`config.mk`:
```
export PLATFORM = sky130hd
export DESIGN_NAME = dvbs2_ts_pkt_serializer_flat
export DESIGN_NICKNAME = d
export VERILOG_FILES = /design/src/rtl/dvbs2_ts_pkt_serializer_pkg.sv /design/src/rtl/dvbs2_ts_pkt_serializer_if.sv /design/src/rtl/dvbs2_ts_pkt_serializer_shifter.sv /design/src/rtl/dvbs2_ts_pkt_serializer.sv /design/src/flat_wrapper.sv
export SDC_FILE = /design/constraint.sdc
export NUM_CORES = 1
export LEC_CHECK = 0
export CORE_ASPECT_RATIO = 0.5
export CORE_MARGIN = 5
export CORE_UTILIZATION = 58
export DETAILED_ROUTE_END_ITERATION = 7
export PLACE_DENSITY_LB_ADDON = 0.1
export SLEW_MARGIN = 5
export SYNTH_ARGS = -nofsm -noshare
export SYNTH_HDL_FRONTEND = slang
export SYNTH_SLANG_ARGS = --single-unit
```
`constraint.sdc`:
```
create_clock -name clk -period 8.4 [get_ports clk]
set_clock_uncertainty 0.2 [all_clocks]
set_input_delay 1.68 -clock clk [delete_from_list [all_inputs] [get_ports clk]]
set_output_delay 1.68 -clock clk [all_outputs]
set_load 0.01 [all_outputs]
```
`src/rtl/dvbs2_ts_pkt_serializer_pkg.sv`:
```
// Shared definitions for the DVB-S2 TS packet serializer.
//   PKTIN_* : bit positions inside the 6-bit pktIn sample bus
//   TS_SYNC_BYTE / TS_PKT_BITS : MPEG-TS framing constants
//   ser_state_t : serializer frame FSM states
package dvbs2_pkg;
  localparam int PKTIN_BIT    = 0;
  localparam int PKTIN_START  = 1;
  localparam int PKTIN_END    = 2;
  localparam int PKTIN_VALID  = 3;
  localparam int PKTIN_FSTART = 4;
  localparam int PKTIN_FEND   = 5;

  localparam logic [7:0] TS_SYNC_BYTE = 8'h47;
  localparam int         TS_PKT_BITS  = 1504;

  typedef enum logic [1:0] {
    ST_IDLE,
    ST_WAIT_FRAME,
    ST_RUN
  } ser_state_t;
endpackage

```
`src/rtl/dvbs2_ts_pkt_serializer_if.sv`:
```
// Valid/ready TS byte stream into the serializer.
//   s_data  : TS byte
//   s_valid : s_data valid
//   s_sop   : first byte of a TS packet (qualified by s_valid)
//   s_ready : byte taken when s_valid & s_ready
// master = byte source (DDR read FIFO side), slave = serializer.
interface dvbs2_ts_pkt_serializer_if;
  logic [7:0] s_data;
  logic       s_valid;
  logic       s_sop;
  logic       s_ready;

  modport master (output s_data, s_valid, s_sop, input s_ready);
  modport slave  (input s_data, s_valid, s_sop, output s_ready);
endinterface

```
`src/rtl/dvbs2_ts_pkt_serializer_shifter.sv`:
```
// dvbs2_byte_shifter: 8-bit load/shift register, MSB first.
//   clk, reset : clock, async active-high reset
//   load, din  : load a new byte (takes priority over shifting)
//   bit_out    : bit currently presented (0 when empty)
//   empty      : no byte held
//   first/last : presenting bit 0 (MSB) / bit 7 (LSB) of the held byte
// Once loaded it shifts every cycle; after the LSB it empties unless
// reloaded in the same cycle, which gives bubble-free back-to-back bytes.
module dvbs2_byte_shifter (
  input  logic       clk,
  input  logic       reset,
  input  logic       load,
  input  logic [7:0] din,
  output logic       bit_out,
  output logic       empty,
  output logic       first,
  output logic       last
);
  logic [7:0] sr;
  logic       full;
  logic [2:0] bit_cnt;

  always_ff @(posedge clk or posedge reset) begin
    if (reset) begin
      sr      <= '0;
      full    <= 1'b0;
      bit_cnt <= '0;
    end else if (load) begin
      sr      <= din;
      full    <= 1'b1;
      bit_cnt <= '0;
    end else if (full) begin
      if (bit_cnt == 3'd7) begin
        sr      <= '0;   // keeps bit_out low on empty cycles
        full    <= 1'b0;
        bit_cnt <= '0;
      end else begin
        sr      <= {sr[6:0], 1'b0};
        bit_cnt <= bit_cnt + 3'd1;
      end
    end
  end

  assign bit_out = sr[7];
  assign empty   = !full;
  assign first   = full && (bit_cnt == 3'd0);
  assign last    = full && (bit_cnt == 3'd7);
endmodule

```
`src/rtl/dvbs2_ts_pkt_serializer.sv`:
```
// dvbs2_ts_pkt_serializer: turns a TS byte stream into bit-per-cycle
// pktIn samples for the DVB-S2 transmitter, one baseband frame
// (PKTS_PER_FRAME packets) per nextFrame request.
//   clk, reset   : clock, async active-high reset
//   s            : TS byte stream (slave modport)
//   nextFrame    : transmitter ready for a new frame (level)
//   pktIn[5:0]   : {frameEnd, frameStart, valid, pktEnd, pktStart, bit}
//   frame_busy   : frame in progress
//   sync_err_cnt : discarded packets, saturating
// Optional macro DVBS2_SER_SYNC_CHECK_EN: packets whose s_sop byte is not
// 0x47 are accepted and discarded up to the next s_sop.
module dvbs2_ts_pkt_serializer
  import dvbs2_pkg::*;
#(
  parameter int PKT_BYTES      = 188,
  parameter int PKTS_PER_FRAME = 21
) (
  input  logic                       clk,
  input  logic                       reset,
  dvbs2_ts_pkt_serializer_if.slave   s,
  input  logic                       nextFrame,
  output logic [5:0]                 pktIn,
  output logic                       frame_busy,
  output logic [15:0]                sync_err_cnt
);
  localparam int BW = $clog2(PKT_BYTES);
  localparam int PW = $clog2(PKTS_PER_FRAME);
  localparam logic [BW-1:0] BYTE_LAST = BW'(PKT_BYTES - 1);
  localparam logic [PW-1:0] PKT_LAST  = PW'(PKTS_PER_FRAME - 1);

  ser_state_t    state;
  logic [BW-1:0] byte_cnt;   // packet position of the next byte to load
  logic [PW-1:0] pkt_cnt;    // packet index of the next byte to load
  // position attributes of the byte currently in the shifter
  logic          cur_first, cur_end, cur_fpkt, cur_lpkt;

  logic          sh_bit, sh_empty, sh_first, sh_last;
  logic          frame_last, accept, load, sync_bad, sop_err;
  logic [BW-1:0] pos;

  dvbs2_byte_shifter u_shifter (
    .clk     (clk),
    .reset   (reset),
    .load    (load),
    .din     (s.s_data),
    .bit_out (sh_bit),
    .empty   (sh_empty),
    .first   (sh_first),
    .last    (sh_last)
  );

  assign frame_last = sh_last && cur_end && cur_lpkt;

  // Refill on empty or on the LSB cycle, except on the frame's final bit:
  // a byte taken then would have nowhere to go once we drop to WAIT_FRAME.
  assign s.s_ready = (state == ST_RUN) &&
                     (sh_empty || (sh_last && !(cur_end && cur_lpkt)));
  assign accept    = s.s_valid && s.s_ready;

`ifdef DVBS2_SER_SYNC_CHECK_EN
  logic drop;  // discarding the rest of a bad-sync packet

  always_ff @(posedge clk or posedge reset) begin
    if (reset)                  drop <= 1'b0;
    else if (accept && s.s_sop) drop <= sync_bad;
  end

  assign sync_bad = s.s_sop && (s.s_data != TS_SYNC_BYTE);
  assign load     = accept && !sync_bad && (s.s_sop || !drop);
`else
  assign sync_bad = 1'b0;
  assign load     = accept;
`endif

  // Misplaced s_sop restarts the packet at byte 0 within the same pkt slot.
  assign sop_err = load && s.s_sop && (byte_cnt != '0);
  assign pos     = sop_err ? '0 : byte_cnt;

  always_ff @(posedge clk or posedge reset) begin
    if (reset) begin
      state        <= ST_IDLE;
      byte_cnt     <= '0;
      pkt_cnt      <= '0;
      cur_first    <= 1'b0;
      cur_end      <= 1'b0;
      cur_fpkt     <= 1'b0;
      cur_lpkt     <= 1'b0;
      sync_err_cnt <= '0;
    end else begin
      case (state)
        ST_IDLE:       state <= ST_WAIT_FRAME;
        ST_WAIT_FRAME: if (nextFrame)  state <= ST_RUN;
        ST_RUN:        if (frame_last) state <= ST_WAIT_FRAME;
        default:       state <= ST_IDLE;
      endcase

      if ((sop_err || (accept && sync_bad)) && (sync_err_cnt != '1))
        sync_err_cnt <= sync_err_cnt + 16'd1;

      if (accept && sync_bad) byte_cnt <= '0;

      if (load) begin
        cur_first <= (pos == '0);
        cur_end   <= (pos == BYTE_LAST);
        cur_fpkt  <= (pkt_cnt == '0);
        cur_lpkt  <= (pkt_cnt == PKT_LAST);
        if (pos == BYTE_LAST) begin
          byte_cnt <= '0;
          pkt_cnt  <= (pkt_cnt == PKT_LAST) ? '0 : pkt_cnt + 1'b1;
        end else begin
          byte_cnt <= pos + 1'b1;
        end
      end
    end
  end

  always_comb begin
    pktIn = '0;
    if (!sh_empty) begin
      pktIn[PKTIN_BIT]    = sh_bit;
      pktIn[PKTIN_VALID]  = 1'b1;
      pktIn[PKTIN_START]  = sh_first && cur_first;
      pktIn[PKTIN_END]    = sh_last && cur_end;
      pktIn[PKTIN_FSTART] = sh_first && cur_first && cur_fpkt;
      pktIn[PKTIN_FEND]   = frame_last;
    end
  end

  assign frame_busy = (state == ST_RUN);
endmodule

```
`src/flat_wrapper.sv`:
```
// flat-port wrapper written by rule: the top's interface ports become plain ports
module dvbs2_ts_pkt_serializer_flat import dvbs2_pkg::*;
#(
  parameter int PKT_BYTES      = 188,
  parameter int PKTS_PER_FRAME = 21
)
  (clk, reset, nextFrame, pktIn, frame_busy, sync_err_cnt, s_s_data, s_s_valid, s_s_sop, s_s_ready);
  dvbs2_ts_pkt_serializer_if s_i ();
  input  logic clk;
  input  logic reset;
  input  logic nextFrame;
  output logic [5:0] pktIn;
  output logic frame_busy;
  output logic [15:0] sync_err_cnt;
  input wire logic [$bits(s_i.s_data)-1:0] s_s_data;
  input wire logic [$bits(s_i.s_valid)-1:0] s_s_valid;
  input wire logic [$bits(s_i.s_sop)-1:0] s_s_sop;
  output wire logic [$bits(s_i.s_ready)-1:0] s_s_ready;
  assign s_i.s_data = s_s_data;
  assign s_i.s_valid = s_s_valid;
  assign s_i.s_sop = s_s_sop;
  assign s_s_ready = s_i.s_ready;
  dvbs2_ts_pkt_serializer #(.PKT_BYTES(PKT_BYTES), .PKTS_PER_FRAME(PKTS_PER_FRAME)) u_core (.clk(clk), .reset(reset), .s(s_i), .nextFrame(nextFrame), .pktIn(pktIn), .frame_busy(frame_busy), .sync_err_cnt(sync_err_cnt));
endmodule
```
# [Word level (Yosys, flattened, before mapping)]
# Cells that the tools add are included.
[word_totals] reg_bits=47 input_bits=13 out_inout_bits=24 word_cells=63
[op_classes] add_sub_neg=4 eq_ne=8 n_mux=16 n_reduce_logical=24
[op_table] op="8-bit two-way mux" n=5
[op_table] op="16-bit by 1-bit adder with 16-bit output (second input constant)" n=1
[op_table] op="16-bit != test (second input constant)" n=1
[op_table] op="1-bit logical AND" n=13
[op_table] op="3-bit two-way mux" n=3
[op_table] op="8-bit by 1-bit adder with 8-bit output (second input constant)" n=1
[op_table] op="8-bit == test (second input constant)" n=1
[op_table] op="8-bit zero test" n=1
[op_table] op="8-bit nonzero test" n=1
[op_table] op="6-bit two-way mux" n=1
[op_table] op="2-bit one-hot mux with 3 select lines" n=1
[op_table] op="5-bit by 1-bit adder with 5-bit output (second input constant)" n=1
[op_table] op="5-bit == test (second input constant)" n=1
[op_table] op="5-bit zero test" n=1
[op_table] op="5-bit two-way mux" n=1
[op_table] op="2-bit two-way mux" n=2
[op_table] op="2-bit AND reduction" n=2
[op_table] op="3-bit by 1-bit adder with 3-bit output (second input constant)" n=1
[op_table] op="3-bit == test (second input constant)" n=1
[op_table] op="3-bit zero test" n=1
[op_table] op="1-bit two-way mux" n=3
[op_table] op="2-bit by 1-bit == test with 1-bit output (second input constant)" n=1
[op_table] op="2-bit == test (second input constant)" n=1
[op_table] op="1-bit zero test" n=2
[op_table] op="5 further kinds" n=5

# [Longest topological paths before layout]
[logic_depth] ltp_word=11 ltp_mapped=13 ltp_nobuf=12

# [Hierarchy]
# A second synthesis with hierarchy kept.
[unflattened] cells_unflattened=271 hier_area_um2=2633.8
[modules_own_cells] mod="dvbs2_ts_pkt_serializer" n_inst=1 cells_each=206 area_per_inst_um2=1996.9 seq_area_each_um2=875.8
[modules_own_cells] mod="dvbs2_byte_shifter" n_inst=1 cells_each=65 area_per_inst_um2=636.9 seq_area_each_um2=300.3

# [Least setup slack after synthesis]
# No wires, ideal clock.
[synth_path] path_kind="input to register" startpoint="input port s_s_valid" endpoint="register u_core.pkt_cnt[3]" setup_ps=127 t_arrival_ps=3414 required_time_ps=8073 path_slack_ps=4659 path_stages=10 path_buffers=1 cell_sequence="and4_1 -> buf_2 -> nand3_2 -> and2_1 -> ha_1 -> nand2_1 -> nor2_4 -> nor4b_4 -> nand4_1 -> mux2_1"
[synth_via] elab_chain_cells=6
[synth_rtl] item="start, declared" line="flat_wrapper.sv:16" text="input wire logic [$bits(s_i.s_valid)-1:0] s_s_valid;"
[synth_rtl] item="1-bit logical AND (*)" line="dvbs2_ts_pkt_serializer.sv:58" text="assign accept = s.s_valid && s.s_ready;"
[synth_rtl] item="1-bit logical AND (2 in a row)" line="dvbs2_ts_pkt_serializer.sv:76" text="assign sop_err = load && s.s_sop && (byte_cnt != '0);"
[synth_rtl] item="8-bit two-way mux" line="dvbs2_ts_pkt_serializer.sv:77" text="assign pos = sop_err ? '0 : byte_cnt;"
[synth_rtl] item="8-bit == test" line="dvbs2_ts_pkt_serializer.sv:107" text="if (pos == BYTE_LAST) begin"
[synth_rtl] item="2-bit AND reduction (no line) (*)"
[synth_rtl] item="end signal, assigned" line="dvbs2_ts_pkt_serializer.sv:109" text="pkt_cnt <= (pkt_cnt == PKT_LAST) ? '0 : pkt_cnt + 1'b1;"
[synth_rtl] item="end, declared" line="dvbs2_ts_pkt_serializer.sv:33" text="logic [PW-1:0] pkt_cnt;"
# Every way passes the cells marked *; elsewhere a longest branch is shown, timed or not.
# A chain may end at the register's enable or synchronous reset.

# [Final worst setup path]
# Ends and elaborated chain as after synthesis.

==> summary.md <==
| Metric | Value |
|---|---|
| DRT Pass-1 Iters | `4` |
| Layout area overhead | `18.9%` |
| Leakage power | `1.35 nW` |
| Synthesized flop and latch total | `47` |
| Mapped cell area | `2450 µm²` |
| Pwr per Cell Area | `~210 nW/µm²` |
| Achievable Freq | `228 MHz` |
| Die width | `102 µm` |
| Syn Inst Count | `between 200 and 300` |
| Ys async rst share | `1.00` |
| DRC Markers | `0` |
| Crit. End Element | `flip-flop` |
| PnR worst setup slack | `roughly 4000 ps` |
| WL final | `4990 µm` |
| Overall power | `0.610 mW` |
| RSZ-0062 raised after global routing | `no` |
| Hold Buf Count CTS | `0` |
| Post-synth EDFFs | `0` |
| Crit Path Max Fanout | `19` |
| Gates resized, CTS repair | `0` |
| Tmin final | `approximately 4400 ps` |
| Register area share after synthesis | `0.480` |
| Hold_sp | `u_core.state[1]$_DFFE_PP0P_` |
| Max stage delay on crit path | `640 ps` |
| Number of buffers created by CTS | `5` |
| Initial antenna violation count | `0` |
| Crit path buf inv count | `1` |
| FF-to-FF path depth | `12` |
| Reg area | `1180 µm²` |
| Final Cycle Share | `0.523` |
| Nets | `~300` |
| Peak VDD IR | `90.4 µV` |
| N_diodes | `0` |
| Clock tree from TritonCTS | `built` |
| GR Util All Layers | `0.186` |
| Vias per cell | `5.71` |
| Status | `completed` |
| CP startpoint kind | `input port` |
| Hold EP | `u_core.state[0]$_DFFE_PP0P_` |
| R2R Setup Slk | `4780 ps` |
| Critical path's slowest cell | `and4_1` |
| Clock buffer depth | `2` |
| Die Y-Extent | `55.9 µm` |
| Iter 0 DRT Violations | `140` |
| CP Cell Sequence | `clkdlybuf4s50_1 -> and4_1 -> nand3_2 -> and2_1 -> ha_1 -> nand2_1 -> nor2_4 -> nor4b_4 -> nand4_1 -> mux2_1` |
| Area occupied by multi-input gates | `approximately 1200 µm²` |
| Slew Viols, Final | `0` |
| Hold Path Depth | `1` |
| IO Port Bufs | `36` |
| Slew margin rel. | `0.367` |
| Synthesized area per cell | `between 9 and 10 µm²` |
| Minimum hold slack | `a little under 300 ps` |
| Final Setup Violations | `0` |
| Final Hold Fails | `0` |
| Congestion Overflow GR | `0` |
| Fill cells | `307` |
| Die area | `between 5000 and 6000 µm²` |
| Clock Tree Root | `clkbuf_8` |
| Routability Congestion | `0.795` |
| Core box area | `3980 µm²` |
| Worst min path class | `flip-flop to flip-flop` |
| Critical path data arrival time | `4380 ps` |
| First-pass GRT wire length | `about 8500 µm` |
| Synth warn | `0` |
| TNS Setup | `0 ps` |
| Clk_lat worst skew | `around 300 ps` |
| R2r startpoint | `u_core.u_shifter.bit_cnt[1]$_DFFE_PP0P_` |
| Final design utilization | `0.731` |
| FF-to-FF End | `u_core.pkt_cnt[3]$_DFFE_PP0P_` |
| Clock-pin transition on the worst setup and hold timing paths | `around 80 ps` |
| Number of setup buffers added after CTS | `0` |
| MaxCap Viol Count | `0` |
| Pre-CTS setup slack | `3710 ps` |
| Primary flip-flop cell chosen by synthesis mapping | `dfrtp_1` |
| Largest area contributor in the netlist | `dfrtp_1` |
| Crit-path leading delay family | `simple AND/OR/NAND/NOR gates` |
| Routed vias | `around 2000` |
| Synth area leaders | `dfrtp_1, nand2_1, xor2_1, nor2_1, ha_1` |
| Top cell type's share of synthesized area | `0.480` |
| Vias in the first global route | `roughly 1900` |
| Worst Setup Path Type | `input port to flip-flop` |
| Initial Util | `0.615` |
| Fraction of layout cells with a size suffix above 1 | `0.0588` |
| H-tree lvl count | `2` |
| Worst-Margin Slew | `948 ps` |
| Clk sinks | `between 40 and 50` |
| Cell row count | `16` |
| I/O pin cnt | `37` |
| Largest net degree at the start of global routing | `between 40 and 50` |
| Cell with the most instances after synthesis | `dfrtp_1` |
| Number of distinct library cells after synthesis | `between 50 and 60` |
| Post-DRT Antenna Nets | `0` |
| Synth Net Count | `about 270` |
| Wire per inst | `between 10 and 15 µm` |
| Final HPWL DP | `roughly 3500 µm` |
| Commonest cells in the netlist | `dfrtp_1, nand2_1, nor2_1` |
| WP data required | `8390 ps` |
state kept, by name, summed over array words and instances (netlist names):
| name | count |
|---|---|
| u_core.sync_err_cnt | 16 |
| u_core.byte_cnt | 8 |
| u_core.u_shifter.sr | 8 |
| u_core.pkt_cnt | 5 |
| u_core.u_shifter.bit_cnt | 3 |
| u_core.state | 2 |
| u_core.cur_end | 1 |
| u_core.cur_first | 1 |
| u_core.cur_fpkt | 1 |
| u_core.cur_lpkt | 1 |
| u_core.u_shifter.full | 1 |
logic make-up (layout without fill, tap and decap cells):
kind of cell	after synthesis	count (layout)	synth area share
and+or+nand+nor	126	126	0.280
DFF	47	47	0.480
AOI/OAI and AO/OA	38	38	0.102
buffers and inverters	16	52	0.0317
xor gates and xnor gates	15	15	0.0537
adders and majority gates	7	7	0.0358
muxes	4	4	0.0174
where the power goes:
part	leakage [nW]	internal, mW	switching (mW)	total [mW]
Sequential	0.616	0.268	0.0382	0.306
Clock	0.0422	0.0584	0.0694	0.128
Combinational	0.695	0.0809	0.0950	0.176
worst reg2reg max path, stage by stage, from the launching register on:
cell and delay (ps):
dfrtp_1 400, ha_1 190, ha_1 230, nand2b_1 230, and4_1 480, nand3_2 260, and2_1 150, ha_1 250
nand2_1 120, nor2_4 100, nor4b_4 430, nand4_1 160, mux2_1 320
final cells by class:
class,instances,share of cell area
Inverter,8,0.0103
Clock buffer,7,0.0262
Sequential cell,47,0.404
Tap cell,54,0.0232
Multi-Input combinational cell,190,0.411
Timing Repair Buffer,36,0.124
Clock inverter,1,0.00172
layout by cell type, fill, tap and decap left out, drive strengths merged, types with 2 or more instances in the layout:
cell           netlist  routed
a21o                 2       2
a21oi                5       5
a221oi               4       4
a31oi                3       3
and2                 5       5
and3                 7       7
and4                 2       2
and4b                2       2
clkbuf               2       7
clkdlybuf4s50        0      36
clkinv               1       2
dfrtp               47      47
ha                   7       7
inv                  7       7
mux2                 2       2
mux2i                2       2
nand2               33      33
nand2b               3       3
nand3               10      10
nand3b               3       3
nand4               10      10
nor2                29      29
nor3                 9       9
nor4                 5       5
o21ai               14      14
or4                  2       2
xnor2                2       2
xor2                13      13
routing by layer:
metal	share of wire	vias up	track usage
met5	0	-	0
met4	0.011	0	0.0579
met3	0.075	8	0.0501
met2	0.44	56	0.286
met1	0.48	928	0.255
li1	-	968	-
metrics by stage:
| stage | cell area (µm²) | cells |
|---|---|---|
| 6_report | 2910 | 343 |
| 5_1_grt | 2910 | 343 |
| 4_1_cts | 2910 | 343 |
| 3_5_place_dp | 2830 | 335 |
| 3_3_place_gp | 2830 | 335 |
| 2_1_floorplan | 2450 | 253 |
how the worst max path moves through the flow:
stage,start,end,slack [ps],cells after the start
after detailed placement,s_s_valid,u_core.pkt_cnt[3]$_DFFE_PP0P_,3710,10
after CTS,s_s_valid,u_core.pkt_cnt[3]$_DFFE_PP0P_,4020,10
after floorplan,s_s_valid,u_core.pkt_cnt[3]$_DFFE_PP0P_,4660,10
final,s_s_valid,u_core.pkt_cnt[3]$_DFFE_PP0P_,4010,10
after global placement,s_s_valid,u_core.pkt_cnt[3]$_DFFE_PP0P_,3810,10
after global routing,s_s_valid,u_core.pkt_cnt[3]$_DFFE_PP0P_,3800,10
(Power assumes the default switching activity.)
